## config.mk

```make
export PLATFORM = sky130hd
export DESIGN_NAME = mem_arbiter
export DESIGN_NICKNAME = d
export VERILOG_FILES = /design/src/rtl/mem_arb_pkg.sv /design/src/rtl/mem_arbiter.sv
export SDC_FILE = /design/constraint.sdc
export NUM_CORES = 1
export LEC_CHECK = 0
export CAP_MARGIN = 10
export CORE_ASPECT_RATIO = 0.8
export CORE_MARGIN = 1.5
export CORE_UTILIZATION = 41
export DETAILED_ROUTE_END_ITERATION = 16
export GPL_ROUTABILITY_DRIVEN = 0
export PLACE_DENSITY = 0.79
export SYNTH_ARGS = -nofsm -noshare
export SYNTH_HDL_FRONTEND = slang
export SYNTH_SLANG_ARGS = --single-unit
```

## constraint.sdc

```tcl
create_clock -name clk -period 2.7 [get_ports clk]
set_clock_uncertainty 0.2 [all_clocks]
set_input_delay 0.27 -clock clk [delete_from_list [all_inputs] [get_ports clk]]
set_output_delay 0.27 -clock clk [all_outputs]
set_load 0.005 [all_outputs]
```

## src/rtl/mem_arb_pkg.sv

```systemverilog
// Shared encodings for the unified-memory arbiter: FSM states and grant indices.
package mem_arb_pkg;

    typedef enum logic [1:0] {
        IDLE      = 2'b00,
        XFER_CORE = 2'b01,
        XFER_DMA  = 2'b10
    } arb_state_e;

    localparam logic GNT_CORE = 1'b0;
    localparam logic GNT_DMA  = 1'b1;

endpackage

```

## src/rtl/mem_arbiter.sv

```systemverilog
// Arbitrates the unified instruction/data memory between the multicycle core and a DMA port.
// One transaction at a time: latch in IDLE, drive memory until mem_ready or timeout, ack, return.
module mem_arbiter
    import mem_arb_pkg::*;
#(
    parameter int AW           = 32,
    parameter int DW           = 32,
    parameter int STARVE_LIMIT = 4,
    parameter int TIMEOUT      = 64
) (
    input  logic          clk,
    input  logic          rst,
    input  logic          core_req,
    input  logic          core_we,
    input  logic [AW-1:0] core_addr,
    input  logic [DW-1:0] core_wdata,
    output logic          core_ack,
    output logic [DW-1:0] core_rdata,
    output logic          core_stall,
    input  logic          dma_req,
    input  logic          dma_we,
    input  logic [AW-1:0] dma_addr,
    input  logic [DW-1:0] dma_wdata,
    output logic          dma_ack,
    output logic [DW-1:0] dma_rdata,
    output logic          mem_req,
    output logic          mem_we,
    output logic [AW-1:0] mem_addr,
    output logic [DW-1:0] mem_wdata,
    input  logic [DW-1:0] mem_rdata,
    input  logic          mem_ready,
    output logic          bus_err
);

    localparam int SW = $clog2(STARVE_LIMIT + 1);
    localparam int TW = (TIMEOUT > 1) ? $clog2(TIMEOUT) : 1;
    localparam logic [SW-1:0] STARVE_MAX = SW'(STARVE_LIMIT);
    localparam logic [TW-1:0] TIMER_LAST = TW'((TIMEOUT > 0) ? TIMEOUT - 1 : 0);

    arb_state_e    state_q, state_d;
    logic          we_q, we_d;
    logic [AW-1:0] addr_q, addr_d;
    logic [DW-1:0] wdata_q, wdata_d;
    logic [SW-1:0] starve_q, starve_d;
    logic [TW-1:0] timer_q, timer_d;
    logic [DW-1:0] core_rdata_q, core_rdata_d;
    logic [DW-1:0] dma_rdata_q, dma_rdata_d;

    logic          gnt_valid;
    logic          gnt_sel;
    logic          timed_out;

    // Core has priority unless DMA has already waited out STARVE_LIMIT core grants.
    always_comb begin
        gnt_valid = core_req | dma_req;
        gnt_sel   = GNT_CORE;
        if (dma_req && (!core_req || starve_q == STARVE_MAX)) begin
            gnt_sel = GNT_DMA;
        end
    end

    always_comb begin
        state_d      = state_q;
        we_d         = we_q;
        addr_d       = addr_q;
        wdata_d      = wdata_q;
        starve_d     = starve_q;
        timer_d      = timer_q;
        core_rdata_d = core_rdata_q;
        dma_rdata_d  = dma_rdata_q;
        mem_req      = 1'b0;
        mem_we       = 1'b0;
        core_ack     = 1'b0;
        dma_ack      = 1'b0;
        bus_err      = 1'b0;
        timed_out    = (TIMEOUT > 0) && (timer_q == TIMER_LAST) && !mem_ready;

        unique case (state_q)
            IDLE: begin
                timer_d  = '0;
                starve_d = '0;
                if (gnt_valid) begin
                    if (gnt_sel == GNT_DMA) begin
                        we_d    = dma_we;
                        addr_d  = dma_addr;
                        wdata_d = dma_wdata;
                        state_d = XFER_DMA;
                    end else begin
                        we_d    = core_we;
                        addr_d  = core_addr;
                        wdata_d = core_wdata;
                        state_d = XFER_CORE;
                        // Counts only grants that made a waiting DMA lose; saturates.
                        if (dma_req) begin
                            starve_d = (starve_q == STARVE_MAX) ? starve_q : starve_q + SW'(1);
                        end
                    end
                end
            end
            XFER_CORE, XFER_DMA: begin
                mem_req = 1'b1;
                mem_we  = we_q;
                timer_d = timer_q + TW'(1);
                if (mem_ready || timed_out) begin
                    bus_err = timed_out;
                    state_d = IDLE;
                    if (state_q == XFER_CORE) begin
                        core_ack = 1'b1;
                        if (mem_ready && !we_q) core_rdata_d = mem_rdata;
                    end else begin
                        dma_ack = 1'b1;
                        if (mem_ready && !we_q) dma_rdata_d = mem_rdata;
                    end
                end
            end
            default: state_d = IDLE;
        endcase
    end

    always_ff @(posedge clk or negedge rst) begin
        if (!rst) begin
            state_q      <= IDLE;
            we_q         <= 1'b0;
            addr_q       <= '0;
            wdata_q      <= '0;
            starve_q     <= '0;
            timer_q      <= '0;
            core_rdata_q <= '0;
            dma_rdata_q  <= '0;
        end else begin
            state_q      <= state_d;
            we_q         <= we_d;
            addr_q       <= addr_d;
            wdata_q      <= wdata_d;
            starve_q     <= starve_d;
            timer_q      <= timer_d;
            core_rdata_q <= core_rdata_d;
            dma_rdata_q  <= dma_rdata_d;
        end
    end

    assign mem_addr   = addr_q;
    assign mem_wdata  = wdata_q;
    assign core_rdata = core_rdata_q;
    assign dma_rdata  = dma_rdata_q;
    assign core_stall = core_req & ~core_ack;

endmodule
```

======== Yosys cells after proc, flatten, opt, wreduce, memory -nomap -nowiden ========
Cells that the tools add are included.
storage, ports and cells
  output and inout bits ................... 134
  bits in registers ....................... 140
  input bits .............................. 167
cells by class
  muxes and demuxes ....................... 23
  bitwise logic cells ..................... 4
  $add $sub $neg .......................... 2
  equality and inequality tests ........... 7
  reduce and logical (&&, ||, !) cells .... 16
operator list
  kind                                            count
  two-way mux 32 bit                              2
  two-way mux 1 bit                               12
  two-way mux 3 bit                               4
  case mux 6 bit (2 select lines)                 1
  AND reduction 4 bit                             2
  adder 6 x 1 -> 6 bit (second input constant)    1
  == test 6 bit (second input constant)           1
  two-way mux 2 bit                               3
  AND reduction 2 bit                             3
  inequality test 2 bit (second input constant)   2
  inequality test 4 bit (second input constant)   1
  case mux 2 bit (2 select lines)                 1
  adder 3 x 1 -> 3 bit (second input constant)    1
  == test 3 bit (second input constant)           1
  logical AND 1 bit                               3
  zero test 1 bit                                 3
  == test 2 x 1 -> 1 bit (second input constant)  1
  == test 2 bit (second input constant)           1
  zero test 2 bit                                 1
  logical OR 1 bit                                2
  inverter 1 bit                                  2
  nonzero test 2 bit                              1
  OR reduction 2 bit                              1
  bitwise AND 1 bit                               1
  bitwise OR 1 bit                                1

======== Longest topological paths before layout ========
Gate-level depths: netlist (run 1).
  depth in word-level cells ............... 7
  gate-level depth with buffers ........... 9
  mapped depth without buffers ............ 6

======== Worst setup path after synthesis (run 1) ========
No wires, ideal clock.
  kind .................................... register to register
  start point ............................. register state_q[0]
  end point ............................... register core_rdata_q[10], in the netlist core_rdata[10]
  setup slack ............................. 771 ps
  clock period less this slack ............ 1929 ps
  arrival ................................. 1604 ps
  required time ........................... 2375 ps
  stages on the path, launching flop included .. 7
  path through ............................ dfrtp_1 > inv_1 > ha_1 > buf_2 > nand3_1 > buf_2 > mux2_2
on the way
  word-level cells in the longest chain between the ends .. 3
RTL lines
  what                                                     line                                   source
  start: declaration                                       mem_arbiter.sv:40                      arb_state_e state_q, state_d;
  start signal: assignment                                 mem_arbiter.sv:131                     state_q <= state_d;
  == test 2 x 1 -> 1 bit or == test 2 bit (tied branches)  mem_arbiter.sv:78, mem_arbiter.sv:107
  OR reduction 2 bit                                       mem_arbiter.sv:78                      unique case (state_q)
  AND reduction 4 bit (no source line) *                   -
  end signal: assignment                                   mem_arbiter.sv:137                     core_rdata_q <= core_rdata_d;
  end: declaration                                         mem_arbiter.sv:46                      logic [DW-1:0] core_rdata_q, core_rdata_d;
Mark *: on every way between the ends. The rest lies on a longest branch, timed or not.
A chain may end at the register's enable or synchronous reset.

======== Worst setup path in the final report (run 1) ========
  start point ............................. register timer_q[0]
  end point ............................... output port core_ack
on the way
  word-level cells in the longest chain between the ends .. 5
RTL lines
  what                      line                source
  start: declaration        mem_arbiter.sv:45   logic [TW-1:0] timer_q, timer_d;
  start signal: assignment  mem_arbiter.sv:136  timer_q <= timer_d;
  == test 6 bit             mem_arbiter.sv:76   timed_out = (TIMEOUT > 0) && (timer_q == TIMER_LAST) && !mem_ready;
  logical AND 1 bit         mem_arbiter.sv:76
  logical OR 1 bit          mem_arbiter.sv:104  if (mem_ready || timed_out) begin
  two-way mux 1 bit         mem_arbiter.sv:104
  two-way mux 1 bit         mem_arbiter.sv:78
  end: declaration          mem_arbiter.sv:17   output logic core_ack,
Every way passes these cells.

==> impl_metrics.toml, run 1 <==
[global_routing]
overflow = 0
track_usage_pct = 21.3
antenna_found_initial = 0
grt_pass1_wl_um = 25900
grt_start_max_net_pins = 131
grt_pass1_vias = 5080

[routing]
ant_nets = 0
wl_per_cell_um = 16.0
drc = 0
num_vias = 4817
drt_iter0_markers = 218
via_per_inst = 4.87
dr.pass1.iters = 4
wirelength_um = 15800

[logic_synthesis]
syn_nets = 666
netlist_instances = 492
yosys_warnings = 0
synth.area.top_cells = "dfrtp_1 58%, mux2_2 12%, mux2i_1 11%"
syn_avg_cell_area_um2 = 12.3
syn-cell-area_um2 = 6050
yosysTopAreaCellShare_pct = 57.9
yosysTopAreaCell = "dfrtp_1"
synth_cell_types = 30
ys_ff_latch = 140
ys_seq_area_share_pct = 57.9

[critical_path]
reg2reg_from = "starve_q[0]"
reg2reg_slack_ps = 720
crit_path_max_fanout = 5
arrival_ps = 2090
r2r-end = "mem_wdata[2]"
ff2ff_path_depth = 7
cp.required_ps = 2230
crit_type = "reg2out"
critPathCaptureType = "output port"
critPathLaunchType = "flip-flop"

[cells_and_area]
final_cell_count_no_fill = 989
layout_commonest_cell = "clkdlybuf4s50_1"
antenna_cells = 0
syn_to_final_growth_pct = 62.8
post-route-util_pct = 68.7
layout-drive-gt1-share_pct = 14.3
fin_area_um2 = 9850
nNetsFinal = 966
most-common-layout-cells = "297 x clkdlybuf4s50_1, 140 x dfrtp_1, 76 x nand2_1, 66 x mux2i_1, 65 x mux2_2"

[sta]
maxSlewViolCount = 0
period_share_pct = 94.9
fin_crit_ps = 2560
max_freq_mhz = 390
rsz0062_at_grt = "false"
hold_viol_final = 0
setup_viol = 0
setup_tns_ps = 0
worst_pin_slew_ps = 560
slew_headroom_pct = 62.7

[power_and_ir_drop]
p_leak_nw = 4.22
irDropWorstVdd_uv = 689
p_per_area_nw_per_um2 = 1020

[clock_network]
clk_pin_slew_ps = 60
cts_sinks = 140
cts_buffers = 17
cts_buffer_depth = 2
cts_root_buf = "clkbuf_16"
htree_levels = 4
clk_latency_ps = 420
cts_tree = "done"

[floorplan]
die_h_um = 112
start_util_pct = 42.2
pin_count = 301
rows = 39
die_x_um = 139
die_area_um2 = 15500
coreArea_um2 = 14300

[placed_design]
dp_hpwl_um = 12000
place_area_um2 = 9240
port_buffers = 300
dp.cells = 956

[min_path]
hp-class = "in2async"

[outcome]
outcome = "complete, no violations"

[flow_run]
drv_cap = 0
logic make-up (layout without fill, tap and decap cells):
family / count (synthesis) / after routing / share of synthesized area, %
buf+inv: 34 / 347 / 3.41
flops: 140 / 140 / 57.9
simple gates: 99 / 99 / 6.87
fa+ha+maj: 7 / 7 / 1.45
xor+xnor: 2 / 2 / 0.290
mux: 131 / 131 / 23.0
compound gates: 79 / 79 / 7.07
power by group:
group / switching [mW] / internal, mW / leakage, nW
registers: 0.529 / 3.10 / 1.73
clock network: 0.932 / 1.33 / 0.279
logic: 1.52 / 2.64 / 2.21
total: 2.98 / 7.08 / 4.22
flip-flops by register name, indices dropped and copies added, names as in the netlist:
| signal | flops |
|---|---|
| mem_wdata | 32 |
| mem_addr | 32 |
| we_q | 1 |
| state_q | 2 |
| timer_q | 6 |
| starve_q | 3 |
| dma_rdata | 32 |
| core_rdata | 32 |
worst max-delay path by stage:
stage	endpoint	cells after the start	start	slack [ps]
6_report	core_ack	5	timer_q[0]	140
5_1_grt	core_ack	5	timer_q[0]	40
4_1_cts	core_ack	5	timer_q[0]	20
3_5_place_dp	bus_err	5	state_q[1]	380
3_3_place_gp	bus_err	5	state_q[0]	420
2_1_floorplan	core_rdata[10]	6	state_q[0]	770
repair_timing:
| item | 4_1_cts | 5_1_grt |
|---|---|---|
| setup endpoints to repair | 3 | 3 |
| gates resized for setup | 3 | 3 |
| endpoints found under the hold margin | 58 | 0 |
| hold buffers | 1 | 0 |
| buffers inserted | 0 | 0 |
cell usage after synthesis:
cell / number
a21boi_2: 1
a21o_1: 2
a22o_1: 3
and2_1: 1
buf_2: 12
buf_4: 4
buf_6: 2
buf_8: 3
clkbuf_1: 9
dfrtp_1: 140
ha_1: 7
inv_1: 4
mux2_2: 65
mux2i_1: 66
nand2_1: 76
nand2b_1: 2
nand3_1: 3
nand4b_1: 1
nor2_1: 7
nor2b_1: 4
nor2b_2: 1
nor3_1: 1
nor3b_1: 3
o21ai_0: 41
o21ai_1: 29
o21ba_2: 1
o22ai_1: 1
o2bb2ai_1: 1
xnor2_1: 1
xor2_1: 1
layer usage:
layer	part of all wire, %	global-route usage [%]
met5	0	0
met4	1.8	6.81
met1	39	23.1
met2	51	38.2
met3	8.1	8.39
layout make-up:
type                       instances  area [um2]
timing repair buffer             311        3140
sequential                       140        3500
tap                              184         230
fill                            1009        4500
clock inverter                    13         130
clock buffer                      19         453
multi-input combinational        318        2380
inverter                           4        15.0
critical path, stage by stage (launching register included):
cell and delay [ps]:
dfrtp_1 390, ha_1 210, nand3_2 130, o21ba_2 250, nor2_2 150, clkdlybuf4s50_1 560
stage by stage:
step | power (mW) | hold WS [ps] | setup WS, ps
floorplan | 5.13 | -226 | 771
global placement | 7.67 | 83.5 | 418
detailed placement | 7.85 | 86.6 | 385
CTS | 10.2 | 208 | 21.1
global route | 10.7 | 227 | 39.9
finish | 10.1 | 194 | 137
(Power assumes the default switching activity.)
==> run 2: changes to the inputs <==
--- a/config.mk
+++ b/config.mk
@@ -9,6 +9,7 @@
 export CORE_ASPECT_RATIO = 0.8
 export CORE_MARGIN = 1.5
 export CORE_UTILIZATION = 41
+export CTS_CLUSTER_SIZE = 14
 export DETAILED_ROUTE_END_ITERATION = 16
 export GPL_ROUTABILITY_DRIVEN = 0
 export PLACE_DENSITY = 0.79
==> results of run 2 <==
No change in the layout: final DEF, timing and power equal those of run 1.
==> edit 1: new RTL, config.mk and constraints of run 1 <==
Re-encode `arb_state_e` (3 states) as one-hot, 3 bits wide.
--- a/src/rtl/mem_arb_pkg.sv
+++ b/src/rtl/mem_arb_pkg.sv
@@ -1,10 +1,10 @@
 // Shared encodings for the unified-memory arbiter: FSM states and grant indices.
 package mem_arb_pkg;
 
-    typedef enum logic [1:0] {
-        IDLE      = 2'b00,
-        XFER_CORE = 2'b01,
-        XFER_DMA  = 2'b10
+    typedef enum logic [2:0] {
+        IDLE      = 3'b001,
+        XFER_CORE = 3'b010,
+        XFER_DMA  = 3'b100
     } arb_state_e;
 
     localparam logic GNT_CORE = 1'b0;
Check against the original RTL: no difference found for any inputs over 4 cycles, from zero or initial values and one cycle with rst low; so few cycles prove little.
==> edit 1 against run 1 <==
First-iteration DRC count increased by 60%. Sequential cell count increased by 1. Wire length up 14%. Setup slack better by 0.0061 ns. Power is essentially flat. Global-route usage is 3.1 points higher. Design area increased by 0.29%. Area after synthesis decreased by 0.83%. Count of clock-buffer cells in the layout shrank 1. Critical endpoint is now bus_err.
==> edit 1: results (changes against run 1) <==
outcome - finished clean
ant diodes - 0 (unchanged)
net count after synthesis - 738 (+11%)
Via density - 5.111 (+4.9%)
Overall Global Routing Usage - 24.37% (+3.1 points)
vias in the first global route - 5748 (+13%)
share of layout cells above drive strength 1 - 13.98% (-0.31 points)
fillers - 1014 (+0.50%)
final wirelength - 18080 um (+14%)
initial antenna violation count - 0 (unchanged)
Syn. warnings - 0 (unchanged)
Mean Syn Cell Area - 10.56 um^2 (-14%)
critical register-to-register path startpoint - state_q[0]
asr flop ratio synth - 100.0% (unchanged)
Max Buffers Root-to-Sink - 2 (unchanged)
Crit Path Max Fanout - 7 (+2)
leak pwr - 4.331 nW (+2.7%)
Main synth FF type - dfrtp_1
DRT iter0 DRCs - 349 (+60%)
CP arrival - 2.09 ns (about the same)
library cells used by synthesis - 33 (+10%)
Synth top cells by count - dfrtp_1, a21oi_1, nand2_1, nor2_1, mux2_2
Worst-Margin Slew - 0.4586 ns (-0.1016 ns)
cells on worst reg2reg path - 5 (-2)
Setup WS pre-CTS - 0.4052 ns (+0.02068 ns)
largest cells by area after synthesis - dfrtp_1, mux2_2, a21oi_1, nand2_1, nor2_1
Clock transition at path regs - 0.06 ns (about the same)
Hold Path Class - primary input to asynchronous set/reset pin
Seq/Total Area, Yosys - 58.82% (+0.92 points)
first-pass GRT wire length - 29810 um (+15%)
CTS buffer count - 17 (unchanged)
max_cap viols - 0 (unchanged)
post-route ant nets - 0 (unchanged)
Placed Instances - 1031 (+7.8%)
Root Driver - clkbuf_16
clock latency on the worst-skew pair - 0.40 ns (-0.02 ns)
Hold WS - 0.1698 ns (-0.02430 ns)
post-CTS setup buffer count - 0 (unchanged)
Peak VDD IR - 0.7399 mV (+7.3%)
Buffers on Ports - 300 (unchanged)
reg2reg end - mem_wdata[31]
reg2reg setup slack - 0.69 ns (-0.03 ns)
Detailed Routing Iterations Pass 1 - 4 (unchanged)
maximum number of pins on one net before global-route repair - 56 (-57%)
routed vias - 5438 (+13%)
hpwl dp - 12930 um (+8.0%)
Placement Cell Area - 9229 um^2 (about the same)
CTS HTree Levels - 4 (unchanged)
-- edit 1: cell count changes after synthesis, sizes merged, moves of 3 or more --
cell | before | now
buf | 21 | 26
ha | 7 | 3
nor2 | 7 | 75
a21oi | 0 | 131
o21ai | 70 | 7
nand3 | 3 | 8
a22o | 3 | 0
nor2b | 5 | 2
mux2i | 66 | 1
-- edit 1: where the power goes --
group          internal (W)  switching, W  total (W)
logic               0.00239       0.00169    0.00408
registers           0.00296      0.000505    0.00347
clock network       0.00157      0.000940    0.00251
total               0.00692       0.00314     0.0101
-- edit 1: how the worst max path moves through the flow --
stage           startpoint            to  slack (ns)  depth (start not counted)
6_report        state_q[1]       bus_err        0.14                          5
5_1_grt         state_q[1]       bus_err        0.02                          5
4_1_cts         state_q[1]       bus_err        0.08                          5
3_5_place_dp      core_req  mem_addr[18]        0.41                          6
3_3_place_gp      core_req  mem_wdata[3]        0.51                          6
2_1_floorplan  starve_q[0]  mem_addr[22]        0.87                          8
-- edit 1: cell type report --
| class | instances | area [um^2] | area share, % |
|---|---|---|---|
| clock buffers | 18 | 429.2 | 4.345 |
| clock inverters | 14 | 207.7 | 2.103 |
| repair buffers | 317 | 3184 | 32.24 |
| flip-flops and latches | 141 | 3530 | 35.73 |
| well taps | 184 | 230.2 | 2.331 |
| inverters | 2 | 7.507 | 0.07600 |
| multi-input cells | 388 | 2290 | 23.18 |
-- edit 1: cell families (layout without fill, tap and decap cells) --
family | count (synthesis) | in the layout | share of synthesized area [%]
AO/OA/AOI/OAI | 144 | 144 | 12.32
XOR/XNOR | 2 | 2 | 0.2920
adder cells (fa/ha/maj) | 3 | 3 | 0.6256
buffers and inverters | 39 | 351 | 3.419
flip-flops | 141 | 141 | 58.82
multiplexers | 67 | 67 | 12.55
AND/OR/NAND/NOR | 172 | 172 | 11.97
-- edit 1: timing repair --
item,CTS,global route
endpoints found under the setup margin,0,1
gates resized for setup,0,1
hold buffers,1,0
hold endpoints to repair,76,0
-- edit 1: per-stage QoR --
stage               util [%]  total power, W
detailed placement     64.55        0.007562
CTS                    69.07         0.01014
global route           69.09         0.01064
finish                 69.09         0.01006
floorplan                  -        0.005133
global placement       64.55        0.007400
-- edit 1: per-layer routing --
metal  wire length, um  share of wire (%)  track usage, %
met1              7169                 40           28.39
met2              9146                 51           42.45
met3              1321                7.3           7.559
met4               440                2.4           8.702
met5                 0                  0               0
-- edit 1: worst max-delay path, stage by stage, from the launching register on --
cell and delay, ns:
dfrtp_1 0.48, xnor2_1 0.23, nor2_2 0.17, nand4_1 0.12
nor2_1 0.13, clkdlybuf4s50_1 0.56
==> edit 2: new RTL, settings of run 1 <==
Without the edit above. `TIMEOUT`: 64 -> 32.
--- a/src/rtl/mem_arbiter.sv
+++ b/src/rtl/mem_arbiter.sv
@@ -6,7 +6,7 @@
     parameter int AW           = 32,
     parameter int DW           = 32,
     parameter int STARVE_LIMIT = 4,
-    parameter int TIMEOUT      = 64
+    parameter int TIMEOUT      = 32
 ) (
     input  logic          clk,
     input  logic          rst,
Check against the original RTL: same outputs for any inputs over 4 cycles, from zero or initial values and one cycle with rst low; that may be too few to reach the edited logic, so the function may still have changed.
==> edit 2 against run 1 <==
Maximum frequency shrank 0.98%. Synthesized cell count shrank 14%. Area after synthesis shrank 2.5%. Design area shrank 1.8%. Count of clock-buffer cells in the layout grew 1. Non-clock buffer count shrank 1. Power grew 3.8%. Sequential cell count shrank 1. Setup slack lost 0.025 ns. Combinational power grew 7.2%. Wire length grew 6.9%.
==> edit 2: results (changes against run 1) <==
clock latency on the worst-skew pair - 0.42 ns (about the same)
CTS buffer count - 17 (unchanged)
comb pwr - 0.00446 W (+7.2%)
Routed WL per cell - 18.49 um (+15%)
DRT iter0 DRCs - 182 (-17%)
Overall Global Routing Usage - 22.85% (+1.6 points)
largest delay contributor family on the critical path - buffers and inverters
Detailed Routing Iterations Pass 1 - 4 (unchanged)
Buffers on Ports - 300 (unchanged)
critical path launch point - timer_q[0]
first-pass GRT wire length - 25890 um (+0.13%)
CP max stage delay - 0.45 ns (-0.11 ns)
Crit Path Max Fanout - 4 (-1)
NumNets Final - 898 (-7.0%)
Sw Ratio - 29.07% (-0.59 points)
Syn. warnings - 0 (unchanged)
cells on worst reg2reg path - 5 (-2)
CP max stage cell - clkdlybuf4s50_1
reg2reg end - state_q[1]
largest cells by area after synthesis - dfrtp_1, mux2_1, a221o_1, and2_0, buf_6
net count after synthesis - 599 (-10%)
share of layout cells above drive strength 1 - 7.065% (-7.2 points)
outcome - finished clean
hpwl dp - 12400 um (+3.6%)
library cells used by synthesis - 33 (+10%)
routed vias - 4720 (-2.0%)
leak pwr - 4.081 nW (-3.3%)
Seq/Total Area, Yosys - 58.96% (+1.1 points)
vias in the first global route - 5060 (-0.39%)
fillers - 939 (-6.9%)
CP arrival - 2.12 ns (+0.03 ns)
reg2reg setup slack - 0.68 ns (-0.04 ns)
asr flop ratio synth - 100.0% (unchanged)
maximum number of pins on one net before global-route repair - 66 (-50%)
Worst-Margin Slew - 0.5064 ns (-0.05386 ns)
crit path to - core_ack
Clock transition at path regs - 0.06 ns (about the same)
Hold Path Class - primary input to asynchronous set/reset pin
initial antenna violation count - 0 (unchanged)
CTS HTree Levels - 4 (unchanged)
Synth top cells by count - dfrtp_1, a221o_1, mux2_1, and2_0, and2_1
Peak VDD IR - 0.6913 mV (+0.30%)
ant diodes - 0 (unchanged)
Max Buffers Root-to-Sink - 2 (unchanged)
Main synth FF type - dfrtp_1
Root Driver - clkbuf_16
Clk pwr share - 22.8% (+0.3 points)
post-CTS setup buffer count - 0 (unchanged)
edit 2: stage by stage:
stage	power (W)	instances	utilization, %	worst slack (ns)	cell area [um^2]
after global routing	0.01108	916	70.15	0.01990	9673
after CTS	0.01054	916	70.06	0.06073	9661
after floorplan	0.005384	424	-	0.7947	5899
after global placement	0.007911	883	65.54	0.3681	9037
final	0.01044	916	70.15	0.1115	9673
after detailed placement	0.008070	883	65.54	0.3541	9037
edit 2: layer usage:
metal  share of wire [%]  vias to the layer above  track usage [%]
met3                 8.0                       30            7.133
li1                    -                     2165                -
met1                  40                     2305            25.63
met4                 2.1                        0            8.797
met2                  50                      220            40.88
met5                   0                        -                0
edit 2: area by class of cell:
class                      instances  share of cell area, %
sequential                       139                  35.96
timing repair buffer             310                  32.35
multi-input combinational        249                  22.82
clock buffer                      20                  4.618
tap                              180                  2.328
clock inverter                    12                  1.694
inverter                           6                 0.2328
edit 2: repair_timing:
action	CTS	global route
pin swaps	1	0
gates resized for setup	4	2
hold buffers	1	0
setup endpoints to repair	2	1
hold endpoints to repair	50	0
edit 2: how the worst min path moves through the flow:
stage	start	to	slack (ns)	cells past startpoint
2_1_floorplan	rst	core_rdata[0]	-0.23	0
3_3_place_gp	rst	mem_wdata[0]	0.04	1
3_5_place_dp	rst	mem_wdata[0]	0.05	1
4_1_cts	rst	mem_wdata[0]	0.18	2
5_1_grt	rst	mem_wdata[0]	0.21	2
6_report	rst	mem_wdata[0]	0.16	2
edit 2: logic make-up (layout without fill, tap and decap cells):
logic type,after synthesis,after routing,share of synthesized area (%)
flops,139,139,58.96
simple gates,96,96,9.587
compound gates,79,79,12.85
mux,66,66,12.58
buf+inv,36,348,4.327
fa+ha+maj,8,8,1.697
